<file path="src/rtl/bcd_updown_counter.sv">
// -----------------------------------------------------------------------------
// bcd_updown_counter
//
// Multi-decade BCD up/down counter with parallel load, a combinational
// terminal-count flag, a registered rollover pulse and a registered pulse that
// flags an invalid load digit.
//
// Configuration macro:
//   BCD_COUNTER_SAT_EN  - when defined, the counter saturates at all-9s
//                         (counting up) and at all-0s (counting down) and
//                         never raises wrap. When undefined, it rolls over.
//
// Parameters:
//   DIGITS     - number of BCD decades (1..8)
//   RESET_VAL  - packed BCD value loaded on reset (every nibble <= 9)
//
// Ports:
//   clk       in   clock, all state changes on the rising edge
//   rst       in   synchronous active-high reset
//   en        in   count enable
//   up_down   in   1 = count up, 0 = count down
//   load      in   synchronous parallel load strobe (overrides en)
//   load_val  in   packed BCD load value, nibble 0 = least-significant decade
//   count     out  registered packed BCD count
//   tc        out  combinational terminal count (en and count at boundary)
//   wrap      out  registered one-cycle pulse after a rollover edge
//   load_err  out  registered one-cycle pulse after a load with a nibble > 9
// -----------------------------------------------------------------------------
module bcd_updown_counter #(
  parameter int                    DIGITS    = 4,
  parameter logic [4*DIGITS-1:0]   RESET_VAL = {(4*DIGITS){1'b0}}
) (
  input  logic                  clk,
  input  logic                  rst,
  input  logic                  en,
  input  logic                  up_down,
  input  logic                  load,
  input  logic [4*DIGITS-1:0]   load_val,
  output logic [4*DIGITS-1:0]   count,
  output logic                  tc,
  output logic                  wrap,
  output logic                  load_err
);

  localparam int                  W         = 4 * DIGITS;
  localparam logic [W-1:0]        ALL_NINES = {DIGITS{4'h9}};
  localparam logic [W-1:0]        ALL_ZEROS = {W{1'b0}};

  // Ripple increment: a decade at 9 (or anything out of range) receiving a
  // carry becomes 0 and passes the carry upward.
  function automatic logic [W-1:0] bcd_inc(input logic [W-1:0] v);
    logic [W-1:0] res;
    logic         carry;
    logic [3:0]   d;
    res   = v;
    carry = 1'b1;
    for (int i = 0; i < DIGITS; i++) begin
      d = v[4*i +: 4];
      if (carry) begin
        if (d >= 4'd9) begin
          res[4*i +: 4] = 4'd0;
          carry         = 1'b1;
        end else begin
          res[4*i +: 4] = d + 4'd1;
          carry         = 1'b0;
        end
      end else begin
        res[4*i +: 4] = d;
      end
    end
    return res;
  endfunction

  // Ripple decrement: a decade at 0 receiving a borrow becomes 9 and borrows
  // from the next decade up.
  function automatic logic [W-1:0] bcd_dec(input logic [W-1:0] v);
    logic [W-1:0] res;
    logic         borrow;
    logic [3:0]   d;
    res    = v;
    borrow = 1'b1;
    for (int i = 0; i < DIGITS; i++) begin
      d = v[4*i +: 4];
      if (borrow) begin
        if (d == 4'd0) begin
          res[4*i +: 4] = 4'd9;
          borrow        = 1'b1;
        end else if (d > 4'd9) begin
          res[4*i +: 4] = 4'd9;
          borrow        = 1'b0;
        end else begin
          res[4*i +: 4] = d - 4'd1;
          borrow        = 1'b0;
        end
      end else begin
        res[4*i +: 4] = d;
      end
    end
    return res;
  endfunction

  // Replace every nibble above 9 with 0 so count never holds a non-BCD digit.
  function automatic logic [W-1:0] sanitize_bcd(input logic [W-1:0] v);
    logic [W-1:0] res;
    res = v;
    for (int i = 0; i < DIGITS; i++) begin
      if (v[4*i +: 4] > 4'd9) begin
        res[4*i +: 4] = 4'd0;
      end else begin
        res[4*i +: 4] = v[4*i +: 4];
      end
    end
    return res;
  endfunction

  // True when any nibble of the value is not a legal BCD digit.
  function automatic logic has_bad_digit(input logic [W-1:0] v);
    logic bad;
    bad = 1'b0;
    for (int i = 0; i < DIGITS; i++) begin
      if (v[4*i +: 4] > 4'd9) begin
        bad = 1'b1;
      end else begin
        bad = bad;
      end
    end
    return bad;
  endfunction

  logic [W-1:0] count_r;
  logic         wrap_r;
  logic         load_err_r;

  logic [W-1:0] inc_s;
  logic [W-1:0] dec_s;
  logic         at_limit_s;
  logic [W-1:0] next_count_s;
  logic         next_wrap_s;
  logic         next_err_s;

  // Next-state selection: load beats en; hold when neither is active.
  always_comb begin
    inc_s        = bcd_inc(count_r);
    dec_s        = bcd_dec(count_r);
    at_limit_s   = up_down ? (count_r == ALL_NINES) : (count_r == ALL_ZEROS);
    next_count_s = count_r;
    next_wrap_s  = 1'b0;
    next_err_s   = 1'b0;
    if (load) begin
      next_count_s = sanitize_bcd(load_val);
      next_err_s   = has_bad_digit(load_val);
    end else if (en) begin
`ifdef BCD_COUNTER_SAT_EN
      if (at_limit_s) begin
        next_count_s = count_r;
      end else begin
        next_count_s = up_down ? inc_s : dec_s;
      end
`else
      next_count_s = up_down ? inc_s : dec_s;
      next_wrap_s  = at_limit_s;
`endif
    end else begin
      next_count_s = count_r;
    end
  end

  // State register with synchronous reset; reset also cancels pending pulses.
  always_ff @(posedge clk) begin
    if (rst) begin
      count_r    <= RESET_VAL;
      wrap_r     <= 1'b0;
      load_err_r <= 1'b0;
    end else begin
      count_r    <= next_count_s;
      wrap_r     <= next_wrap_s;
      load_err_r <= next_err_s;
    end
  end

  assign count    = count_r;
  assign wrap     = wrap_r;
  assign load_err = load_err_r;
  assign tc       = en & at_limit_s;

endmodule

</file>
<file path="config.mk">
export PLATFORM = sky130hd
export DESIGN_NAME = bcd_updown_counter
export DESIGN_NICKNAME = d
export VERILOG_FILES = /design/src/rtl/bcd_updown_counter.sv
export SDC_FILE = /design/constraint.sdc
export NUM_CORES = 1
export LEC_CHECK = 0
export ABC_AREA = 1
export ABC_CLOCK_PERIOD_IN_PS = 2150
export CORE_UTILIZATION = 51
export CTS_CLUSTER_SIZE = 12
export DETAILED_ROUTE_END_ITERATION = 10
export GPL_TIMING_DRIVEN = 0
export PLACE_DENSITY = 0.81
export SLEW_MARGIN = 20
export SYNTH_ARGS = -nofsm -noshare
export SYNTH_HDL_FRONTEND = slang
export SYNTH_SLANG_ARGS = --single-unit
</file>
<file path="constraint.sdc">
create_clock -name clk -period 2.15 [get_ports clk]
set_clock_uncertainty 0.1 [all_clocks]
set_input_delay 0.645 -clock clk [delete_from_list [all_inputs] [get_ports clk]]
set_output_delay 0.645 -clock clk [all_outputs]
set_load 0.01 [all_outputs]
</file>
Yosys cells after proc, flatten, opt, wreduce, memory -nomap -nowiden
Cells that the tools add are included.
{"block": "totals", "out_inout_bits": 19, "inputBits": 21, "word_cells": 87, "regBits": 18}
{"block": "classes", "bitwise": 3, "n_eq_ne": 4, "add_sub_neg": 8, "n_lt_le_gt_ge": 12, "muxes": 40, "n_reduce_logical": 14}
{"operator": "$mux 4", "count": 22}
{"operator": "$mux 16", "count": 3}
{"operator": "$gt 4x4->1 const B", "count": 8}
{"operator": "$add 4x1->4 const B", "count": 4}
{"operator": "$eq 16x16->1 const B", "count": 1}
{"operator": "$ge 4x4->1 const B", "count": 4}
{"operator": "$logic_not 16->1", "count": 1}
{"operator": "$logic_not 4->1", "count": 4}
{"operator": "$sub 4x1->4 const B", "count": 4}
{"operator": "$mux 1", "count": 15}
{"operator": "$ne 3x1->1 const B", "count": 3}
{"operator": "$reduce_and 3->1", "count": 3}
{"operator": "$reduce_bool 3->1", "count": 3}
{"operator": "$reduce_or 3->1", "count": 1}
{"operator": "$not 1->1", "count": 2}
{"operator": "$reduce_bool 2->1", "count": 1}
{"operator": "$reduce_or 2->1", "count": 1}
{"operator": "$and 1x1->1", "count": 1}

Logic depth before layout (Yosys ltp)
Gate-level depths: netlist (run 1).
{"block": "depth", "word_depth": 8, "depth_mapped": 12}

Worst setup path before layout (run 1)
No wires, ideal clock.
{"block": "synth_timing", "path_kind": "flip-flop to output port", "start": "register count_r[4], in the netlist count[4]", "end": "output port tc", "path_slack_ns": 0.110, "path_stages_with_launch": 9, "required_ns": 1.405, "t_arrival_ns": 1.295, "path_buffers": 0, "cell_sequence": "dfxtp_1 > inv_1 > ha_1 > nand3_1 > nor2_1 > nand2_1 > o21ai_0 > nand3_1 > inv_1"}
{"block": "synth_via", "elab_chain_cells": 3, "elab_cells_between_ends": 4}
{"item": "start: declaration", "line": "130", "source": "logic [W-1:0] count_r;"}
{"item": "start signal: assignment", "line": "175", "source": "count_r <= next_count_s;"}
{"item": "$eq 16x16->1 / $logic_not 16->1 (equally long branches)", "line": "145", "source": "at_limit_s = up_down ? (count_r == ALL_NINES) : (count_r == ALL_ZEROS);"}
{"item": "$mux 1 (*)", "line": "145"}
{"item": "$and 1x1->1 (*)", "line": "184", "source": "assign tc = en & at_limit_s;"}
{"item": "end: declaration", "line": "40", "source": "output logic tc,"}
Mark *: on every way between the ends. The rest lies on a longest branch, timed or not.

Worst setup path in the final report (run 1)
{"block": "layout_timing", "start": "register count_r[0], in the netlist count[0]", "end": "output port tc"}
The elaborated chain is that of the path after synthesis.

==> results of run 1 <==
cells by family (layout without fill, tap and decap cells):
group / after synthesis / in the layout / synth area share, %
AND/OR/NAND/NOR: 189 / 189 / 46.8
buffers and inverters: 46 / 118 / 10.8
AO/OA/AOI/OAI: 33 / 33 / 9.95
flip-flops: 18 / 18 / 19.9
adder cells (fa/ha/maj): 14 / 14 / 9.68
XOR/XNOR: 6 / 6 / 2.90
per-stage QoR:
step                utilization (%)  setup TNS, ps  worst slack (ps)
finish                         81.4           -236              -236
global route                   81.4           -320              -320
CTS                            77.6           -190              -152
detailed placement             66.9          -1890              -693
global placement               66.9          -1620              -664
floorplan                         -              0               110
timing repair:
item,CTS,global route
resized for setup,59,29
hold buffers,0,0
pin swaps,10,12
buffers inserted,25,8
setup endpoints to repair,1,10
layer usage:
| layer | part of all wire [%] | up-vias | wire length (um) | GRT usage, % |
|---|---|---|---|---|
| met5 | 0 | - | 0 | 0 |
| li1 | - | 1139 | - | - |
| met1 | 39 | 1098 | 2480 | 40.0 |
| met4 | 4.9 | 0 | 312 | 12.1 |
| met2 | 48 | 149 | 3050 | 58.5 |
| met3 | 7.9 | 38 | 505 | 4.83 |
flip-flops by register name (all words and copies together), names as in the netlist:
register  cells
count        16
load_err      1
wrap          1
final timing paths:
kind	start	end	slack (ps)	cells past startpoint
setup / recovery	count[0]	tc	-240	11
hold / removal	count[13]	count[13]	500	4
setup reg to reg	count[5]	count[12]	200	15
hold reg to reg	count[13]	count[13]	500	4
where the power goes:
part / internal, mW / leakage (nW) / switching, mW
clock network: 0.0657 / 0.0138 / 0.119
logic: 0.395 / 1.18 / 0.474
registers: 0.380 / 0.156 / 0.0616
total: 0.841 / 1.35 / 0.655
synth_stat cells:
library cell / number
nand3b_1: 1
nand2_4: 1
nand2_2: 9
o21ai_1: 3
nor2_4: 2
a21oi_1: 7
nand2_1: 82
inv_2: 3
buf_2: 2
ha_1: 14
buf_6: 1
o211ai_1: 1
dfxtp_1: 18
a41oi_1: 1
or2_2: 1
nor2_1: 36
nand3_1: 47
inv_1: 38
clkbuf_8: 1
nand3_2: 1
a31oi_1: 4
xnor2_1: 1
nand4_1: 4
nor2_2: 4
nor3_1: 1
xor2_1: 5
o21ai_0: 16
a21oi_2: 1
inv_4: 1
cell type report:
class / count / area, sq um / area share (%)
Sequential cell: 18 / 395 / 14.4
Buffer: 4 / 35.0 / 1.28
Timing Repair Buffer: 69 / 621 / 22.7
Tap cell: 46 / 57.6 / 2.10
Clock buffer: 3 / 22.5 / 0.823
Multi-Input combinational cell: 242 / 1430 / 52.3
Inverter: 42 / 175 / 6.40
worst register-to-register path, cell delays in order (launching register included):
cell and delay, ps:
dfxtp_4 370, inv_4 70, ha_4 150, nand3_4 90, nor2_4 90, nand2_2 70
buf_6 110, buf_4 110, buf_4 120, buf_4 130, buf_4 130, nand2_4 70
nand2_8 70, nand2_4 70, nand2_2 40, nor2_1 100
==> flow_summary.yaml, run 1 <==
pwr:
  p_per_area_nw_per_um2: 547
  p_leak_nw: 1.35
  p_total_mw: 1.50
  peakVddDrop_mv: 0.342
sta:
  rsz0062_at_grt: "yes"
  clock.fmax_mhz: 419
  finalCritPeriodShare_pct: 111
  final-setup-viol-count: 1
  worst_slew_pin_slew_ps: 484
  hold_viol: 0
  fin_hold_ws_ps: 499
  finalCriticalPeriod_ps: 2390
  setup_ws_ps: -236
  slew_violations: 0
  slew_headroom_pct: 67.4
drt:
  drt_iter0_drc: 262
  drc: 0
  postRouteWirelength_um: 6350
  drtPass1Iterations: 5
  wire_per_inst_um: 15.0
  ant_nets: 0
  vias: 2424
  via_per_inst: 5.72
synthesis:
  synth.top_cell.area_share_pct: 19.9
  syn_area_sq_um: 1810
  synth_fp_nets: 341
  synth_cells: 306
  synth.largest_area_cell: "dfxtp_1"
  seq_area_frac_synth_pct: 19.9
  yosysWarnings: 0
  ys_seq_elements: 18
  syn_area_per_cell_sq_um: 5.92
  synth_area_leaders: "dfxtp_1 (20%), nand2_1 (17%), nand3_1 (13%), ha_1 (9.7%), inv_1 (7.9%)"
  synth_cell_type_count: 29
layout:
  layout-drive-gt1-share_pct: 30.2
  final_cells: 424
  fin_area_sq_um: 2740
  fill_cells: 244
  final_cell_mix: "nand2_1 (71), nand3_1 (43), clkdlybuf4s50_1 (35), nor2_1 (31), buf_4 (28)"
  n_antenna_cell: 0
  final_common_cell: "nand2_1"
  syn2layout_area_growth_pct: 51.1
  finish.net_count: 415
grt:
  antenna_found_initial: 0
  grt_pass1_vias: 2129
  gr-usage-all-layers_pct: 32.9
  grt_pass1_wl_um: 9380
  grt_max_degree: 11
  grt_overflow: 0
worst_setup_path:
  crit_required_ps: 1400
  cp-start-kind: "flop"
  critPathTopFamily: "simple AND/OR/NAND/NOR gates"
  crit_path_max_incr_delay_ps: 390
  worstPathArrival_ps: 1640
  cpMostUsedCell: "nand2_2"
  crit_type: "flop to output port"
  worst_setup_path_end_kind: "output port"
  path_max_fanout: 4
  crit_buf_inv: 4
  crit_chain: "buf_6 -> ha_4 -> nand2_2 -> inv_2 -> nand2_2 -> nor2_2 -> nand2_1 -> nand2_2 -> nand3_2 -> inv_1 -> buf_2"
  slowest_stage: "dfxtp_4"
floorplanning:
  die_x_um: 61.6
  dieArea_sq_um: 3790
  io_pins: 40
  rows: 21
  die_h_um: 61.6
  core_region_area_sq_um: 3360
  initial_core_util_pct: 53.8
status:
  violations: "setup timing"
  status: "finished, violations left"
job:
  maxCapViolCount: 0
clock_network:
  cts_htree_levels: 1
  cts_max_path_buffers: 2
  root_buffer: "clkbuf_4"
  cts.sink_count: 18
  cts_tree: "yes"
  cts_buffers: 3
  clkTransAtPathRegs_ps: 110
  clk-insertion-delay-late_ps: 320
placed_design:
  gp_congestion: 0.884
  dp.cells: 390
  hpwl_um: 3550
  port_buffers: 38
  post_dp_cell_area_sq_um: 2250
hold_path:
  hp-class: "flop to flop"
No activity file was read; power rests on OpenSTA's default activity.
==> run 2, diff against run 1 <==
--- a/config.mk
+++ b/config.mk
@@ -16,3 +16,4 @@
 export SYNTH_ARGS = -nofsm -noshare
 export SYNTH_HDL_FRONTEND = slang
 export SYNTH_SLANG_ARGS = --single-unit
+export TNS_END_PERCENT = 10
==> run 2 against run 1 <==
  * The flow still finishes with violations (setup timing)
  * Core utilization fell by 1.3 points
  * Sequential power is essentially flat
  * Global-route usage unchanged
  * Clock power barely moved
  * Sequential share of layout area is 0.23 points higher
  * First-iteration DRC count grew 32%
  * Combinational power is 2% lower
  * Routed wire length rose by 2.9%
  * Largest cell class unchanged
==> flow_summary.yaml, run 2 (same netlist as run 1, synthesis figures left out) <==
status:
  status: "finished, violations left"
  violations: "setup timing"
sta:
  slew_violations: 0
  clock.fmax_mhz: 424
  worst_slew_pin_slew_ps: 488
  finalCritPeriodShare_pct: 110
  slew_headroom_pct: 67.1
  rsz0062_at_grt: "yes"
  hold_viol: 0
  setup_ws_ps: -208
  finalCriticalPeriod_ps: 2360
  final-setup-viol-count: 5
layout:
  fill_cells: 251
  multi_input_area_sq_um: 1400
  final_cell_mix: "nand2_1 (73), nand3_1 (43), clkdlybuf4s50_1 (35), nor2_1 (32), buf_4 (28)"
  largest_register_ffs: 16
  ff_latch_area_sq_um: 395
  final_cells: 423
  layout-drive-gt1-share_pct: 29.2
  final_common_cell: "nand2_1"
  n_antenna_cell: 0
  finish.net_count: 414
  syn2layout_area_growth_pct: 48.8
floorplanning:
  initial_core_util_pct: 53.8
  dieArea_sq_um: 3790
  core_region_area_sq_um: 3360
  die_x_um: 61.6
  io_pins: 40
  die_h_um: 61.6
  rows: 21
drt:
  drc: 0
  ant_nets: 0
  wl_met3_um: 571
  drt_iter0_drc: 345
  postRouteWirelength_um: 6540
  wl_met1_um: 2450
  wire_per_inst_um: 15.5
  drtPass1Iterations: 5
  top_layer_used: "met4"
  vias: 2465
  via_per_inst: 5.83
  wl_met2_um: 3220
worst_setup_path:
  worst_setup_path_end_kind: "output port"
  path_max_fanout: 4
  crit_type: "flop to output port"
  crit_required_ps: 1400
  cp-start-kind: "flop"
  reg2reg_depth: 16
  worstPathArrival_ps: 1610
grt:
  grt_overflow: 0
  grt_pass1_vias: 2129
  antenna_found_initial: 0
  grt_pass1_wl_um: 9380
  gr-usage-all-layers_pct: 32.9
  grt_max_degree: 11
clock_network:
  cts.sink_count: 18
  cts_max_path_buffers: 2
  cts_buffers: 3
  cts_htree_levels: 1
  postCtsHoldBufs: 0
  clk-insertion-delay-late_ps: 310
  root_buffer: "clkbuf_4"
  clkTransAtPathRegs_ps: 110
  cts_tree: "yes"
placed_design:
  gp_congestion: 0.884
  dp.cells: 390
  port_buffers: 38
  hpwl_um: 3550
pwr:
  peakVddDrop_mv: 0.318
  p_per_area_nw_per_um2: 549
  p_leak_nw: 1.34
  p_total_mw: 1.48
job:
  maxCapViolCount: 0
hold_path:
  worstHoldPathCells: 4
  hp-class: "flop to flop"
==> run 2: cell count changes in the layout (fill, tap and decap cells not counted), sizes merged <==
| cell | delta |
|---|---|
| buf | -1 |
==> run 2: worst max-delay path, stage by stage, from the launching register on <==
cell	delay (ps)
dfxtp_4	400
buf_6	110
ha_4	120
nand2_2	50
inv_2	60
nand2_2	50
nor2_2	120
nand2_1	80
nand2_2	70
nand3_2	70
inv_1	60
buf_2	120
==> run 2: metrics by stage <==
step	hold slack (ps)	cell area [sq um]	worst slack, ps	util, %	TNS, ps
after global placement	466	2250	-664	66.9	-1620
after floorplan	472	1810	110	-	0
after CTS	504	2610	-152	77.6	-190
after global routing	532	2690	-314	80.1	-1050
final	499	2690	-208	80.1	-707
after detailed placement	462	2250	-693	66.9	-1890
==> run 2: power breakdown <==
part	internal (mW)	leakage, nW	total, mW	switching, mW
clock network	0.0655	0.0138	0.182	0.117
registers	0.380	0.156	0.443	0.0632
logic	0.382	1.17	0.852	0.470
==> run 2: per-layer routing <==
metal	global-route usage (%)	vias up
li1	-	1125
met1	40.0	1114
met2	58.5	188
met3	4.83	38
met4	12.1	0
met5	0	-
==> run 2: final timing paths <==
kind,from,slack (ps),end
worst max-delay path,count[0],-210,tc
worst min-delay path,count[13],500,count[13]
worst max register to register,count[0],-150,count[12]
worst min register to register,count[13],500,count[13]
==> run 2: cell type report <==
type,count,area share [%]
Timing Repair Buffer,68,22.6
Tap cell,46,2.14
Buffer,4,1.30
Clock buffer,3,0.836
Sequential cell,18,14.7
Inverter,42,6.50
Multi-Input combinational cell,242,51.9
==> run 2: timing repair <==
action,4_1_cts,5_1_grt
setup endpoints to repair,1,10
hold endpoints to repair,0,0
pin swaps,10,7
resized for setup,59,21
buffers inserted,25,5
==> run 3, diff against run 2 <==
--- a/config.mk
+++ b/config.mk
@@ -11,7 +11,7 @@
 export CTS_CLUSTER_SIZE = 12
 export DETAILED_ROUTE_END_ITERATION = 10
 export GPL_TIMING_DRIVEN = 0
-export PLACE_DENSITY = 0.81
+export PLACE_DENSITY = 0.85
 export SLEW_MARGIN = 20
 export SYNTH_ARGS = -nofsm -noshare
 export SYNTH_HDL_FRONTEND = slang
==> run 3 against run 2 <==
  * The run still ends with setup timing left
  * Sequential power about the same
  * Critical path depth down 2
  * Global-route usage down 0.19 points
  * Total power up 3.3%
  * Routed wire length up 2.6%
  * Final area up 3.3%
  * Sequential cell count unchanged
  * Count of clock-buffer cells in the layout unchanged
  * Setup slack worse by 31 ps
  * Critical endpoint unchanged
==> flow_summary.yaml, run 3 (same netlist as run 1, synthesis figures left out) <==
status:
  status: "finished, violations left"
  violations: "setup timing"
sta:
  fin_hold_ws_ps: 533
  finalCritPeriodShare_pct: 111
  slew_headroom_pct: 65.1
  hold_viol: 0
  clock.fmax_mhz: 419
  slew_violations: 0
  worst_slew_pin_slew_ps: 519
  finalCriticalPeriod_ps: 2390
  final-setup-viol-count: 6
  rsz0062_at_grt: "yes"
  setup-tns-final_ps: -523
  setup_ws_ps: -238
hold_path:
  worstHoldPathCells: 2
  hp-start: "count[7]"
  hold_end: "count[7]"
  hp-class: "flop to flop"
grt:
  met3_usage_pct: 5.46
  gr-usage-all-layers_pct: 32.8
  grt_pass1_vias: 2045
  grt.busiest_layer: "met2"
  grt_overflow: 0
  grtUsageMet1_pct: 37.3
  grt_pass1_wl_um: 9140
  grt_max_degree: 11
  antenna_found_initial: 0
  use_met2_pct: 60.7
clock_network:
  clk-insertion-delay-late_ps: 310
  cts_buffers: 3
  postCtsHoldBufs: 0
  root_buffer: "clkbuf_4"
  clkTransAtPathRegs_ps: 120
  cts_tree: "yes"
  cts.sink_count: 18
  cts_max_path_buffers: 2
  cts_htree_levels: 1
drt:
  drt_iter0_drc: 362
  drc: 0
  via_per_inst: 5.62
  drtPass1Iterations: 5
  wire_per_inst_um: 15.7
  vias: 2406
  postRouteWirelength_um: 6710
  ant_nets: 0
worst_setup_path:
  worst_setup_path_end_kind: "output port"
  reg2reg_depth: 16
  crit_chain: "inv_2 -> ha_4 -> nand2_2 -> nor2_2 -> nand2_2 -> o21ai_2 -> nand3_2 -> inv_1 -> buf_2"
  path_max_fanout: 3
  r2r_setup_slack_ps: -90
  slowest_stage: "dfxtp_4"
  crit_path_max_incr_delay_ps: 360
  worstPathArrival_ps: 1640
  cp-start-kind: "flop"
  crit_required_ps: 1400
  cpMostUsedCell: "nand2_2"
  rr_startpoint: "count[9]"
  r2r-end: "wrap"
  crit_type: "flop to output port"
floorplanning:
  die_x_um: 61.6
  rows: 21
  initial_core_util_pct: 53.8
  core_region_area_sq_um: 3360
  dieArea_sq_um: 3790
  io_pins: 40
  die_h_um: 61.6
placed_design:
  gp_congestion: 0.926
  place_ws_ps: -694
  port_buffers: 38
  hpwl_um: 3660
  post_dp_cell_area_sq_um: 2250
pwr:
  p_per_area_nw_per_um2: 548
  p_total_mw: 1.53
  peakVddDrop_mv: 0.286
  p_leak_nw: 1.36
layout:
  final_cell_mix: "nand2_1 (75), nand3_1 (43), clkdlybuf4s50_1 (36), nor2_1 (32), inv_1 (24)"
  n_antenna_cell: 0
  fin_area_sq_um: 2780
  syn2layout_area_growth_pct: 53.7
  ff_latch_area_sq_um: 393
  final_common_cell: "nand2_1"
  largest_register_ffs: 16
  fill_cells: 225
  layout-drive-gt1-share_pct: 29.6
  finish.net_count: 419
  multi_input_area_sq_um: 1410
job:
  maxCapViolCount: 0
[run 3: changes by cell type in the layout (fill, tap and decap cells not counted), sizes merged]
cell           previous run  this run
clkdlybuf4s50            35        36
dlymetal6s2s              1         0
buf                      34        39
[run 3: stage by stage]
| stage | cells | utilization (%) |
|---|---|---|
| final | 428 | 82.7 |
| after detailed placement | 390 | 66.9 |
| after floorplan | 306 | - |
| after CTS | 424 | 78.5 |
| after global routing | 428 | 82.7 |
| after global placement | 390 | 66.9 |
[run 3: worst max-delay path, delay by kind of cell, from the launching register on]
kind | cells | cell delay, ps
flops | 1 | 360
buf+inv | 3 | 270
simple gates | 4 | 410
compound gates | 1 | 130
fa+ha+maj | 1 | 140
[run 3: layout make-up]
cell class	instances	area share [%]
repair buffers	73	24.8
inverters	42	6.38
flip-flops and latches	18	14.1
multi-input cells	242	50.6
clock buffers	3	0.809
plain buffers	4	1.26
well taps	46	2.07
[run 3: what timing repair did]
action	CTS	global route
endpoints found under the setup margin	1	10
gates resized for setup	54	38
setup buffers	32	5
pin swaps	10	8
cloned	0	0
[run 3: worst max path at each step]
stage	startpoint	to	slack (ps)	cells past startpoint
final	count[9]	tc	-240	9
after global routing	count[9]	tc	-380	9
after CTS	count[5]	tc	-150	9
after detailed placement	up_down	tc	-690	6
after global placement	up_down	tc	-660	6
after floorplan	count[4]	tc	110	8
[run 3: power breakdown]
group | switching (mW) | internal [mW]
clock | 0.121 | 0.0657
combinational | 0.487 | 0.408
sequential | 0.0651 | 0.379
total | 0.673 | 0.853
[run 3: layer usage]
metal / share of wire, % / vias up
li1: - / 1148
met1: 39 / 1078
met2: 51 / 151
met3: 7.5 / 29
met4: 3.1 / 0
met5: 0 / -
